===== src/rtl/uart16550_pkg.sv =====
// Shared constants for the UART16550 AXI-Lite data path FIFOs.
//   DWIDTH   data width in bits
//   DEPTH    FIFO depth (power of 2)
//   AWIDTH   pointer width, log2(DEPTH)
//   CAP_FIFO capacity in FIFO mode
//   CAP_CHAR capacity in 16550 character mode (single holding register)
package uart16550_pkg;

  localparam int DWIDTH = 8;
  localparam int DEPTH  = 16;
  localparam int AWIDTH = 4;

  typedef logic [AWIDTH:0]   count_t;
  typedef logic [AWIDTH-1:0] ptr_t;
  typedef logic [DWIDTH-1:0] data_t;

  localparam count_t CAP_FIFO = count_t'(DEPTH);
  localparam count_t CAP_CHAR = count_t'(1);

endpackage


===== src/rtl/uart16550_axil_fifo.sv =====
// First-word-fall-through FIFO with sticky overrun detection, used for the
// TX and RX data paths of the UART16550. In character mode the usable
// capacity drops to a single entry; any change of mode flushes the FIFO.
//
// Ports:
//   clk         clock, rising edge
//   reset_n     asynchronous reset, active HIGH despite the name
//   regmode     1 = character mode (capacity 1), 0 = FIFO mode (capacity 16)
//   idata       write data
//   write       push request
//   odata       head-of-queue data, combinational from storage
//   read        pop request
//   elems       current occupancy 0..16
//   empty       elems == 0
//   full        elems == capacity
//   oeflag      sticky overrun flag
//   clear_flag  synchronous clear of oeflag (an overrun on the same edge wins)
module uart16550_axil_fifo
  import uart16550_pkg::*;
(
  input  logic              clk,
  input  logic              reset_n,
  input  logic              regmode,
  input  logic [DWIDTH-1:0] idata,
  input  logic              write,
  output logic [DWIDTH-1:0] odata,
  input  logic              read,
  output logic [AWIDTH:0]   elems,
  output logic              empty,
  output logic              full,
  output logic              oeflag,
  input  logic              clear_flag
);

  data_t  mem [DEPTH];
  ptr_t   rd_ptr;
  ptr_t   wr_ptr;
  count_t count;
  logic   regmode_q;

  count_t cap;
  logic   is_full;
  logic   is_empty;
  logic   do_pop;
  logic   do_push;
  logic   overrun;
  logic   mode_chg;

  // Capacity follows the registered mode so full/empty never depend
  // combinationally on an input pin.
  always_comb begin
    cap      = regmode_q ? CAP_CHAR : CAP_FIFO;
    is_full  = (count == cap);
    is_empty = (count == '0);
    mode_chg = (regmode != regmode_q);
    do_pop   = read && !is_empty;
    // A pop on the same edge frees a slot, so a write to a full FIFO is
    // accepted when paired with a read.
    do_push  = write && (!is_full || do_pop);
    overrun  = write && is_full && !do_pop;
  end

  // Storage is deliberately not reset.
  always_ff @(posedge clk) begin
    if (do_push && !mode_chg) begin
      mem[wr_ptr] <= idata;
    end
  end

  always_ff @(posedge clk or posedge reset_n) begin
    if (reset_n) begin
      rd_ptr    <= '0;
      wr_ptr    <= '0;
      count     <= '0;
      oeflag    <= 1'b0;
      regmode_q <= 1'b0;
    end else begin
      regmode_q <= regmode;
      if (mode_chg) begin
        // Flush on any mode change; queued traffic on this edge is dropped.
        rd_ptr <= '0;
        wr_ptr <= '0;
        count  <= '0;
      end else begin
        if (do_push) wr_ptr <= wr_ptr + ptr_t'(1);
        if (do_pop)  rd_ptr <= rd_ptr + ptr_t'(1);
        if (do_push && !do_pop)      count <= count + count_t'(1);
        else if (do_pop && !do_push) count <= count - count_t'(1);
      end
      if (overrun && !mode_chg) oeflag <= 1'b1;
      else if (clear_flag)      oeflag <= 1'b0;
    end
  end

  assign odata = mem[rd_ptr];
  assign elems = count;
  assign empty = is_empty;
  assign full  = is_full;

endmodule


===== config.mk =====
export PLATFORM = sky130hd
export DESIGN_NAME = uart16550_axil_fifo
export DESIGN_NICKNAME = d
export VERILOG_FILES = /design/src/rtl/uart16550_pkg.sv /design/src/rtl/uart16550_axil_fifo.sv
export SDC_FILE = /design/constraint.sdc
export NUM_CORES = 1
export LEC_CHECK = 0
export CAP_MARGIN = 20
export CELL_PAD_IN_SITES_DETAIL_PLACEMENT = 1
export CELL_PAD_IN_SITES_GLOBAL_PLACEMENT = 2
export CORE_MARGIN = 1.5
export CORE_UTILIZATION = 48
export CTS_BUF_LIST = sky130_fd_sc_hd__clkbuf_4
export DETAILED_ROUTE_END_ITERATION = 7
export PLACE_DENSITY_LB_ADDON = 0.1
export SLEW_MARGIN = 10
export SYNTH_ARGS = -nofsm -noshare
export SYNTH_HDL_FRONTEND = slang
export SYNTH_SLANG_ARGS = --single-unit

===== constraint.sdc =====
create_clock -name clk -period 3.1 [get_ports clk]
set_input_delay 0.31 -clock clk [delete_from_list [all_inputs] [get_ports clk]]
set_output_delay 0.31 -clock clk [all_outputs]
set_load 0.05 [all_outputs]

Yosys cells after proc, flatten, opt, wreduce, memory -nomap -nowiden:

Memory sizes are Yosys's and may differ from the RTL's.
Index checks and enable logic that the tools add are counted.
W data, S select, Z words.

* bits in registers: 15
* bits in writable memories: 128
* input port bits: 14
* output and inout port bits: 16
* word-level logic and storage cells: 43
* memories kept: 1

Memories
* mem: words 16, width 8, rd ports 1, clocked after memory_dff 0, write ports 1, line uart16550_axil_fifo.sv:35 `data_t mem [DEPTH];`

* add/subtract/negate cells: 4
* eq/ne operators: 2
* multiplexer cells: 12
* reductions and logical operators: 19

Operators by type and width (count)
* $mux W5: 4
* $mux W4: 4
* $add A4 B1 Y4 const B: 2
* $logic_and A1 B1 Y1: 8
* $reduce_bool A2 Y1: 3
* $add A5 B1 Y5 const B: 1
* $eq A5 B5 Y1: 1
* $logic_not A1 Y1: 5
* $logic_not A5 Y1: 1
* $sub A5 B1 Y5 const B: 1
* $mux W1: 4
* $reduce_bool A3 Y1: 1
* $logic_or A1 B1 Y1: 1
* $ne A1 B1 Y1: 1

Depth between registers and ports, before layout:

Gate-level depths: netlist (run 1).

* depth after elaboration: 10
* gate-level depth with buffers: 10
* gate-level depth less buffers: 8

Least setup slack after synthesis (run 1):

Ideal clock, no wire load.

* path type: flip-flop to flip-flop
* from: register count[2], in the netlist elems[2]
* to: register count[4], in the netlist elems[4]
* arrival: 2.869 ns
* required time: 2.978 ns
* setup slack: 0.110 ns
* cell stages (with the launch flop): 11
* cells stage by stage: dfrtp_1 -> or3_1 -> buf_2 -> a21oi_1 -> buf_2 -> or3_1 -> fa_1 -> a21o_1 -> a21oi_1 -> or4_1 -> a32o_1

* elaborated cells on any way between the ends: 17

RTL lines
* start: declaration: line uart16550_axil_fifo.sv:38 `count_t count;`
* start signal: assignment: line uart16550_axil_fifo.sv:87 `if (do_push && !do_pop) count <= count + count_t'(1);`
* start signal: assignment: line uart16550_axil_fifo.sv:88 `else if (do_pop && !do_push) count <= count - count_t'(1);`
* $eq A5 B5 Y1 (*): line uart16550_axil_fifo.sv:53 `is_full = (count == cap);`
* named net full: line uart16550_axil_fifo.sv:30 `output logic full,`
* $logic_not A1 Y1 (*): line uart16550_axil_fifo.sv:59 `do_push = write && (!is_full || do_pop);`
* $logic_or A1 B1 Y1 (*): line uart16550_axil_fifo.sv:59
* $logic_and A1 B1 Y1 (*): line uart16550_axil_fifo.sv:59
* $logic_and A1 B1 Y1 / $logic_not A1 Y1 (equally long branches): line uart16550_axil_fifo.sv:87, uart16550_axil_fifo.sv:88
* $mux W5 / $logic_and A1 B1 Y1 (equally long branches): line uart16550_axil_fifo.sv:87, uart16550_axil_fifo.sv:88
* $mux W5 / $reduce_bool A3 Y1 (equally long branches)

Mark *: on every way through the listed nets, which the timed path passes. The rest lies on a longest branch. The select of a mux whose other input is x is not followed.
A chain may end at the register's enable or synchronous reset.

Final worst setup path (run 1):

* from: register rd_ptr[0]
* to: output port odata[7]

* longest elaborated chain between the ends: 1

RTL lines
* start: declaration: line uart16550_axil_fifo.sv:36 `ptr_t rd_ptr;`
* start signal: assignment: line uart16550_axil_fifo.sv:86 `if (do_pop) rd_ptr <= rd_ptr + ptr_t'(1);`
* $mem_v2 Z16 W8
* end: declaration: line uart16550_axil_fifo.sv:26 `output logic [DWIDTH-1:0] odata,`

No other way between the ends.

==> impl_metrics.ini, run 1 <==
[power]
p_clk_frac = 0.269
irDropWorstVdd_mv = 0.485
switching_power_uw = 1680
power_frac_comb = 0.315
powerDensity_nw_per_um2 = 762
swShare = 0.307
p_int_uw = 3790
p_total_uw = 5470
pwr-share-seq = 0.416
power_leakage_uw = 0.00241

[worst_setup_path]
cp-start-kind = flip-flop
crit_type = flip-flop to primary output
crit_path_top_delay_cell = mux4_1
cp_max_fo = 17
worstPathCellList = buf_12, mux4_1, mux4_2, buf_4
crit_arrival_ps = 2620
critical_path.endpoint_type = primary output
required_ps = 2790
cpPeakStageDelay_ps = 600

[timing]
final-max-slew-violation-count = 0
fmax_ghz = 0.341
period_share = 0.946
timing.setup.tns_ps = 0
final-hold-violation-count = 0
fin_crit_ps = 2930
slew_headroom = 0.485
setup_viol = 0
worst_slew_pin_slew_ps = 773
rsz0062_at_grt = false
skew_ps = 13.4
worst_slack_ps = 169

[die]
fp.dieArea_um2 = 13500
coreArea_um2 = 12500
die_x_um = 116
start_util = 0.490
row_count = 41
ios = 30
chipHeight_um = 116

[drt]
vias = 3230
drt-initial-drc-count = 167
wl_per_cell_um = 23.6
ant_nets = 0
drc = 0
wirelength_um = 13400
vias_per_cell = 5.69
drt-pass1-iter-count = 4

[grt]
gr-usage-all-layers = 0.221
overflow = 0
antenna_found_initial = 0
grt_pass1_vias = 3502
grt_pass1_wl_um = 20500
grt_max_degree = 25

[clock_network]
clock_sinks = 143
htree_num_levels = 4
cts_tree = yes
cts_buffers = 17
clockBufferDepth = 2
ctsHoldBuffers = 0
cts_root_buf = clkbuf_4
clkLatencyLatePin_ps = 550
path_clk_slew_ps = 120

[logic_synthesis]
yosysSeqAreaShare = 0.688
synth.cell_area_um2 = 6130
avgSynthCellArea_um2 = 19.1
yosysWarnings = 0
synth_cell_types = 49
synth_fp_nets = 345
syn_inst = 321
yosys_register_bits = 143

[run]
drv_cap = 0

[layout]
final_cell_mix = edfxtp_1, buf_4, nand2_1, mux4_2
drive_gt1_frac = 0.278
diodes = 0
layout_commonest_cell = edfxtp_1
final_nets = 407
area_delta_synth_final_pct = 17.1

[worst_hold_path]
hold_path.class = input pin to async pin

[place]
io_buffers = 29
place_congestion = 0.782
hpwl_um = 8650
pre_cts_ws_ps = 247

[run_status]
status = complete, no violations
[critical path: cells and delay by family, from the launching register on]
kind	cells	cell delay [ps]
mux	2	1090
flops	1	560
buf+inv	2	420
[final timing paths]
kind | cells past startpoint | to | slack, ps | from
setup / recovery | 4 | odata[7] | 170 | rd_ptr[0]
hold / removal | 2 | wr_ptr[1] | 120 | reset_n
setup reg to reg | 8 | elems[4] | 230 | elems[2]
hold reg to reg | 2 | oeflag | 550 | oeflag
max in group asynchronous | 2 | rd_ptr[0] | 2510 | reset_n
min in group clk | 1 | regmode_q | 300 | regmode
[timing repair]
item                                   CTS  global route
setup endpoints to repair                6             3
endpoints found under the hold margin    0             0
resized for setup                        1             0
setup buffers                            0             9
gates cloned                             0             0
[area by class of cell]
cell class	count	area, um2
fillers	1169	5340
flip-flops and latches	143	4220
multi-input cells	153	1810
inverters	6	22.5
well taps	172	215
clock buffers	20	150
repair buffers	62	541
clock inverters	12	215
[Yosys cell counts (all sizes together)]
cell type | number | area share
nand3 | 3 | 0.0024
mux4 | 40 | 0.16
a2111oi | 1 | 0.0024
o311ai | 1 | 0.0014
xnor2 | 5 | 0.0071
clkinv | 1 | 0.00061
nand2b | 4 | 0.0041
nor2 | 7 | 0.0043
o22ai | 1 | 0.0010
and2 | 6 | 0.0061
or4 | 1 | 0.0012
clkbuf | 3 | 0.0018
or3 | 2 | 0.0020
a21o | 1 | 0.0012
a21boi | 1 | 0.0012
o21a | 2 | 0.0024
o211a | 1 | 0.0016
or3b | 1 | 0.0014
nand2 | 21 | 0.013
dfrtp | 15 | 0.061
o31ai | 1 | 0.0012
or2 | 1 | 0.0010
a211o | 1 | 0.0014
o211ai | 3 | 0.0037
ha | 9 | 0.018
nand3b | 1 | 0.0012
o21ai | 3 | 0.0031
inv | 5 | 0.0031
buf | 16 | 0.022
mux2i | 4 | 0.0065
nor4 | 12 | 0.012
and3 | 1 | 0.0010
nand4 | 3 | 0.0031
a32o | 1 | 0.0016
edfxtp | 128 | 0.63
a31oi | 2 | 0.0020
xor2 | 2 | 0.0029
fa | 1 | 0.0033
nor3 | 2 | 0.0016
a2111o | 1 | 0.0018
a21oi | 7 | 0.0057
[sequential cells by signal, indices dropped and copies added (netlist names)]
signal     cells
mem          128
elems          5
oeflag         1
rd_ptr         4
regmode_q      1
wr_ptr         4
[routing by layer]
| layer | vias to the layer above | share of wire | track usage |
|---|---|---|---|
| met3 | 32 | 0.036 | 0.0507 |
| met1 | 1671 | 0.42 | 0.274 |
| met2 | 78 | 0.51 | 0.360 |
| met5 | - | 0 | 0 |
| met4 | 0 | 0.039 | 0.124 |
| li1 | 1449 | - | - |
[kinds of logic (layout without fill, tap and decap cells)]
logic type                 count (synthesis)  in the layout  synth area share
muxes                                     44             44             0.165
and+or+nand+nor                           65             65            0.0547
buffers and inverters                     25            100            0.0280
adders and majority gates                 10             10            0.0216
DFF                                      143            143             0.688
AOI/OAI and AO/OA                         27             27            0.0321
xor gates and xnor gates                   7              7            0.0100
[through the flow]
| stage | utilization | area, um2 | hold slack (ps) | cells |
|---|---|---|---|---|
| 2_1_floorplan | - | 6130 | 211 | 321 |
| 3_3_place_gp | 0.539 | 6740 | 518 | 527 |
| 3_5_place_dp | 0.539 | 6740 | 529 | 527 |
| 4_1_cts | 0.568 | 7110 | 109 | 559 |
| 5_1_grt | 0.574 | 7180 | 148 | 568 |
| 6_report | 0.574 | 7180 | 118 | 568 |
[power by group through the flow]
| stage | combinational, uW | sequential (uW) | clock, uW |
|---|---|---|---|
| detailed placement | 1650 | 2330 | 0 |
| finish | 1720 | 2280 | 1470 |
| CTS | 1660 | 2290 | 1500 |
| global placement | 1640 | 2330 | 0 |
| floorplan | 1200 | 2350 | 0 |
| global route | 1850 | 2290 | 1570 |
Note: power is estimated with default switching activity, not from simulation.
==> run 2: changes to the inputs <==
--- a/config.mk
+++ b/config.mk
@@ -5,7 +5,7 @@
 export SDC_FILE = /design/constraint.sdc
 export NUM_CORES = 1
 export LEC_CHECK = 0
-export CAP_MARGIN = 20
+export CAP_MARGIN = 30
 export CELL_PAD_IN_SITES_DETAIL_PLACEMENT = 1
 export CELL_PAD_IN_SITES_GLOBAL_PLACEMENT = 2
 export CORE_MARGIN = 1.5
==> results of run 2 <==
The final DEF is identical to that of run 1; final timing and power are the same.
